===== src/rtl/except_ctrl.sv =====
// MEM-stage exception sequencer for the 5-stage MIPS pipeline.
// Picks the highest-priority exception or interrupt presented in MEM,
// updates the CP0 subset (Status, Cause, EPC, BadVAddr), flushes the
// pipeline for FLUSH_CYCLES cycles, then redirects fetch to the handler
// (or to EPC on ERET) and waits for the fetch unit to accept it.
module except_ctrl #(
  parameter logic [31:0] EXC_VECTOR   = 32'hBFC00380,
  parameter int unsigned FLUSH_CYCLES = 1
) (
  input  logic        clk,
  input  logic        rst,
  input  logic        mem_valid,
  input  logic [31:0] mem_excepttype,
  input  logic [31:0] mem_pc,
  input  logic        mem_in_delayslot,
  input  logic [31:0] mem_badvaddr,
  input  logic [5:0]  int_req,
  input  logic        cp0_we,
  input  logic [4:0]  cp0_waddr,
  input  logic [31:0] cp0_wdata,
  input  logic        pc_ready,
  output logic        flush,
  output logic        stall_req,
  output logic        pc_redirect,
  output logic [31:0] new_pc,
  output logic [31:0] status_o,
  output logic [31:0] cause_o,
  output logic [31:0] epc_o,
  output logic [31:0] badvaddr_o
);

  typedef enum logic [1:0] {
    IDLE     = 2'd0,
    FLUSH    = 2'd1,
    REDIRECT = 2'd2
  } state_t;

  // Result of prioritisation: whether anything fired, whether it is ERET,
  // whether BadVAddr must be captured, and the ExcCode to record.
  typedef struct packed {
    logic       hit;
    logic       eret;
    logic       badaddr;
    logic [4:0] code;
  } exc_sel_t;

  localparam logic [4:0] EXC_INT  = 5'd0;
  localparam logic [4:0] EXC_ADEL = 5'd4;
  localparam logic [4:0] EXC_ADES = 5'd5;
  localparam logic [4:0] EXC_SYS  = 5'd8;
  localparam logic [4:0] EXC_BP   = 5'd9;
  localparam logic [4:0] EXC_RI   = 5'd10;
  localparam logic [4:0] EXC_OV   = 5'd12;
  localparam logic [4:0] EXC_TR   = 5'd13;

  localparam logic [31:0] STATUS_RST = 32'h0040_0000;
  localparam logic [1:0]  FLUSH_LOAD = 2'(FLUSH_CYCLES - 1);

  localparam logic [4:0] CP0_BADVADDR = 5'd8;
  localparam logic [4:0] CP0_STATUS   = 5'd12;
  localparam logic [4:0] CP0_CAUSE    = 5'd13;
  localparam logic [4:0] CP0_EPC      = 5'd14;

  // Fixed priority, highest first: Int, AdEL, RI, Ov, Tr, Sys, Bp, AdES, ERET.
  // et holds excepttype[15:8]; bit n here is excepttype bit n+8.
  function automatic exc_sel_t prioritise(input logic irq, input logic [7:0] et);
    exc_sel_t s;
    s     = '0;
    s.hit = 1'b1;
    if (irq)        s.code = EXC_INT;
    else if (et[5]) begin s.code = EXC_ADEL; s.badaddr = 1'b1; end
    else if (et[1]) s.code = EXC_RI;
    else if (et[2]) s.code = EXC_OV;
    else if (et[3]) s.code = EXC_TR;
    else if (et[0]) s.code = EXC_SYS;
    else if (et[7]) s.code = EXC_BP;
    else if (et[6]) begin s.code = EXC_ADES; s.badaddr = 1'b1; end
    else if (et[4]) s.eret = 1'b1;
    else            s.hit  = 1'b0;
    return s;
  endfunction

  state_t      state_q, state_d;
  logic [1:0]  cnt_q, cnt_d;
  logic [31:0] status_q, cause_q, epc_q, badvaddr_q;
  logic        int_pend;
  logic        take;
  exc_sel_t    sel;

  // Bits outside the defined exception field carry no meaning here.
  logic unused_excepttype;
  assign unused_excepttype = ^{mem_excepttype[31:16], mem_excepttype[7:0]};

  assign int_pend = (|(int_req & status_q[15:10])) & status_q[0] & ~status_q[1] & mem_valid;

  // Decode the winning event for this cycle.
  always_comb begin
    sel = prioritise(int_pend, mem_excepttype[15:8]);
  end

  // Next-state logic; events are only accepted while idle.
  always_comb begin
    state_d = state_q;
    cnt_d   = cnt_q;
    take    = 1'b0;
    unique case (state_q)
      IDLE: begin
        if (mem_valid && sel.hit) begin
          state_d = FLUSH;
          cnt_d   = FLUSH_LOAD;
          take    = 1'b1;
        end
      end
      FLUSH: begin
        if (cnt_q == 2'd0) state_d = REDIRECT;
        else               cnt_d   = cnt_q - 2'd1;
      end
      REDIRECT: begin
        if (pc_ready) state_d = IDLE;
      end
      default: state_d = IDLE;
    endcase
  end

  // State register and registered pipeline-control strobes and redirect target.
  always_ff @(posedge clk) begin
    if (rst) begin
      state_q     <= IDLE;
      cnt_q       <= 2'd0;
      flush       <= 1'b0;
      stall_req   <= 1'b0;
      pc_redirect <= 1'b0;
      new_pc      <= 32'd0;
    end else begin
      state_q     <= state_d;
      cnt_q       <= cnt_d;
      flush       <= (state_d == FLUSH);
      stall_req   <= (state_d != IDLE);
      pc_redirect <= (state_d == REDIRECT);
      // ERET returns to the EPC held before this edge.
      if (take) new_pc <= sel.eret ? epc_q : EXC_VECTOR;
    end
  end

  // CP0 registers: MTC0 first, exception capture last so it wins on shared fields.
  always_ff @(posedge clk) begin
    if (rst) begin
      status_q   <= STATUS_RST;
      cause_q    <= 32'd0;
      epc_q      <= 32'd0;
      badvaddr_q <= 32'd0;
    end else begin
      cause_q[15:10] <= int_req;
      if (cp0_we) begin
        case (cp0_waddr)
          CP0_BADVADDR: badvaddr_q    <= cp0_wdata;
          CP0_STATUS:   status_q      <= cp0_wdata;
          CP0_CAUSE:    cause_q[9:8]  <= cp0_wdata[9:8];
          CP0_EPC:      epc_q         <= cp0_wdata;
          default:      ;
        endcase
      end
      if (take) begin
        if (sel.eret) begin
          status_q[1] <= 1'b0;
        end else begin
          cause_q[6:2] <= sel.code;
          status_q[1]  <= 1'b1;
          // A nested exception (EXL already set) keeps the original EPC and BD.
          if (!status_q[1]) begin
            epc_q       <= mem_in_delayslot ? (mem_pc - 32'd4) : mem_pc;
            cause_q[31] <= mem_in_delayslot;
          end
          if (sel.badaddr) badvaddr_q <= mem_badvaddr;
        end
      end
    end
  end

  assign status_o   = status_q;
  assign cause_o    = cause_q;
  assign epc_o      = epc_q;
  assign badvaddr_o = badvaddr_q;

endmodule


===== config.mk =====
export PLATFORM = sky130hd
export DESIGN_NAME = except_ctrl
export DESIGN_NICKNAME = d
export VERILOG_FILES = /design/src/rtl/except_ctrl.sv
export SDC_FILE = /design/constraint.sdc
export NUM_CORES = 1
export LEC_CHECK = 0
export ABC_AREA = 1
export ABC_CLOCK_PERIOD_IN_PS = 1600
export BUFFER_PORTS_ARGS = -buffer_cell sky130_fd_sc_hd__buf_2
export CAP_MARGIN = 20
export CORE_AREA = 2 2 133 135
export CTS_BUF_LIST = sky130_fd_sc_hd__clkbuf_4
export DETAILED_ROUTE_END_ITERATION = 10
export DIE_AREA = 0 0 135 137
export PLACE_DENSITY = 0.77
export SETUP_SLACK_MARGIN = 0.05
export SLEW_MARGIN = 20
export SYNTH_ARGS = -nofsm -noshare
export SYNTH_HDL_FRONTEND = slang
export SYNTH_SLANG_ARGS = --single-unit

===== constraint.sdc =====
create_clock -name clk -period 1.6 [get_ports clk]
set_clock_uncertainty 0.05 [all_clocks]
set_input_delay 0.48 -clock clk [delete_from_list [all_inputs] [get_ports clk]]
set_output_delay 0.48 -clock clk [all_outputs]
set_load 0.01 [all_outputs]

==> results by group <==
Setup path
  – Worst setup SP type: register
  – Worst reg-to-reg path cell count: 10
  – Critical Path Sink Type: register
  – Slowest-stage cell, CP: dfxtp_2
  – Worst EP arrival: 2.50 ns
  – Crit-path cells: nand2_1, nand2_1, nor2_2, nand2_2, nand2_4, nand2_4, clkinvlp_4, buf_12, nand3_4, a21oi_4
  – Crit path largest cell delay: 0.37 ns
  – Crit path kind: reg2reg
  – Data required, critical path: 2.08 ns
  – Crit-path max FO: 9

Die
  – Die footprint: 18500 um^2
  – Core area: 17100 um^2
  – Die width: 135 um
  – Starting density of the core: 44.3%
  – Ports: 308
  – FP Rows: 48
  – Die Ht: 137 um

Yosys
  – Seq/Total Area, Yosys: 39.2%
  – Ranking of synthesized cells by area: dfxtp_1, nand2_1, nor2_1, inv_1, a21oi_1
  – Yosys reg bits: 148
  – Synth warn: 0
  – Yosys cell types: 38
  – Number of synthesized flops with an enable pin: 0
  – Cells after Synth: 1203
  – Cell area after synthesis: 7550 um^2
  – Post-synth top flop: dfxtp_1
  – Synth top area share: 39.2%
  – Cell taking the most area after synthesis: dfxtp_1
  – Syn avg cell area: 6.28 um^2
  – Asr flop ratio synth: 0%

Global routing
  – Gr usage total: 34.6%
  – Initial antenna violation count: 2
  – Global-route wire length before repair: 49000 um
  – Total gr overflow: 0
  – Pin count of the biggest net entering global routing: 63
  – Vias in the first global route: 9287

Cells and area
  – Fin nets: 1786
  – # fillers: 997
  – Layout cells sized above 1: 53.1%
  – Area delta synth->final: 79.0%
  – Final Cell Area: 13500 um^2
  – Final Non-Filler Cells: 1878

Timing
  – Maximum clock rate: 494 MHz
  – Final hold viol count: 0
  – Period utilisation layout: 126%
  – Final Critical Period: 2.02 ns
  – Actual slew at the worst max-slew pin: 0.810 ns
  – RSZ-0062 raised after global routing: yes
  – Endpoints failing setup: 245
  – Slew Limit Fails: 0
  – Hold Slack: 0.0110 ns
  – Rel. slew slack: 45.5%
  – Fin worst setup slack: -0.424 ns

Job
  – Max-cap viol count: 0

CTS
  – CTS Sinks: 148
  – H-tree depth: 4
  – Clock-pin slew on the worst setup and hold paths: 0.14 ns
  – Clock root cell: clkbuf_4
  – Num CTS Buffers: 17
  – CTS max path bufs: 2
  – Clk Latency, worst-skew pair: 0.63 ns
  – CTS tree: built

Place
  – Post-DP HPWL: 19300 um
  – Area after DPL: 9850 um^2
  – Port Buffers: 264
  – Placer Congestion: 0.939
  – Placed cell count: 1739

Status
  – Failing checks: negative setup slack
  – Status: finished, violations left

Routing
  – DRC viols: 0
  – WL per Instance: 20.9 um
  – DR vias/cell: 5.48
  – Post-Route WL: 39300 um
  – Via Count: 10300
  – Antenna-violating nets left: 0
  – Pre-antenna DRT Iters: 7
  – Drt first-iter violations: 1214

Power
  – Peak supply drop: 545 uV
  – Tot Pwr: 9800 uW
  – Power Density: 725 nW/um^2
  – Pleak: 0.00662 uW

Hold path
  – WHS Path Cells: 3
  – Worst min path class: in2reg
[area by class of cell]
| cell class | count | area, um^2 | area share [%] |
|---|---|---|---|
| inverters | 148 | 598 | 4.43 |
| multi-input cells | 855 | 4810 | 35.6 |
| well taps | 225 | 282 | 2.08 |
| repair buffers | 468 | 4360 | 32.2 |
| repair inverters | 1 | 16.3 | 0.120 |
| clock buffers | 20 | 150 | 1.11 |
| diodes | 1 | 2.50 | 0.0185 |
| flip-flops and latches | 148 | 3170 | 23.4 |
| clock inverters | 12 | 131 | 0.972 |
[per-layer routing]
metal	vias to the layer above	global-route usage, %	wire length, um
met5	-	0	12
met4	2	16.0	2950
met3	278	7.52	4610
met2	772	59.4	18100
met1	4683	41.4	13600
li1	4553	-	-
[state kept, by name, summed over array words and instances, names as in the netlist]
register     flops
new_pc          32
flush            1
epc_o           32
state_q          2
cause_o         13
pc_redirect      1
cnt_q            2
stall_req        1
badvaddr_o      32
status_o        32
[cells by family (layout without fill, tap and decap cells)]
kind of cell | Yosys count | in the layout | share of synthesized area, %
AND/OR/NAND/NOR | 644 | 647 | 34.4
adder cells (fa/ha/maj) | 2 | 2 | 0.331
XOR/XNOR | 14 | 14 | 1.62
other | 1 | 20 | 0.0497
flip-flops | 148 | 148 | 39.2
buffers and inverters | 221 | 649 | 12.8
AO/OA/AOI/OAI | 173 | 173 | 11.6
[what timing repair did]
action,4_1_cts,5_1_grt
hold buffers,0,0
gates resized for setup,445,172
pin swaps,37,54
setup endpoints to repair,251,251
cloned,13,7
endpoints found under the hold margin,0,0
buffers inserted,60,28
[cell usage in the layout, fill, tap and decap left out, types with 2 or more instances in the layout]
cell,Yosys,routed
nor2_1,208,164
o21ai_0,72,61
dfxtp_2,0,126
nand3_1,55,29
clkbuf_4,0,20
dfxtp_4,0,13
nand2_4,2,33
o21ai_1,25,24
buf_8,0,5
clkinv_1,0,2
buf_2,18,125
nand3_4,0,14
nand2_1,354,257
nor2_2,2,40
clkinvlp_4,0,3
nand2_2,4,67
buf_6,4,155
inv_2,1,4
bufinv_16,0,2
clkinv_4,0,4
dfxtp_1,148,9
nand3b_1,2,2
a21oi_1,72,39
nand2_8,0,6
buf_12,0,23
nor2_4,0,6
xor2_1,11,11
nand3_2,1,13
conb_1,1,19
nand4_1,7,7
a21oi_4,0,2
xnor2_1,3,3
buf_16,0,8
a21oi_2,0,31
clkbuf_16,0,5
inv_12,0,2
o21ai_4,0,6
o21ai_2,0,6
inv_1,146,139
buf_4,21,147
[worst paths after layout]
path                                           startpoint                        end  slack (ns)
worst max-delay path            status_o[15]$_SDFFE_PP0P_     new_pc[1]$_SDFFE_PP0P_       -0.42
worst min-delay path                      mem_badvaddr[7]   badvaddr_o[7]$_SDFF_PP0_        0.01
worst max register to register  status_o[15]$_SDFFE_PP0P_     new_pc[1]$_SDFFE_PP0P_       -0.42
worst min register to register  status_o[20]$_SDFFE_PP0P_  status_o[20]$_SDFFE_PP0P_        0.43
[report_power, final]
part | switching, uW | internal, uW
Clock | 1540 | 978
Sequential | 217 | 3940
Combinational | 1660 | 1460
[Yosys cell counts (7+ instances only)]
master      n
o21ai_1    25
nand4_1     7
a21oi_1    72
buf_2      18
buf_4      21
nand3_1    55
nand2_1   354
xor2_1     11
dfxtp_1   148
nor2_1    208
clkbuf_1   23
inv_1     146
o21ai_0    72
[stage by stage]
step | TNS, ns | setup WS, ns | util (%)
6_report | -32.85 | -0.424 | 79.2
2_1_floorplan | -1.91 | -0.0726 | -
4_1_cts | -6.58 | -0.132 | 73.0
3_5_place_dp | -40.26 | -0.375 | 57.8
5_1_grt | -37.30 | -0.448 | 79.2
3_3_place_gp | -36.12 | -0.341 | 57.8
[critical path, delay by kind of cell (launching register included)]
family                 cells  cell delay [ns]
AOI/OAI and AO/OA          1             0.26
buffers and inverters      2             0.44
DFF                        1             0.37
and+or+nand+nor            7             0.79
Note: power is estimated with default switching activity, not from simulation.
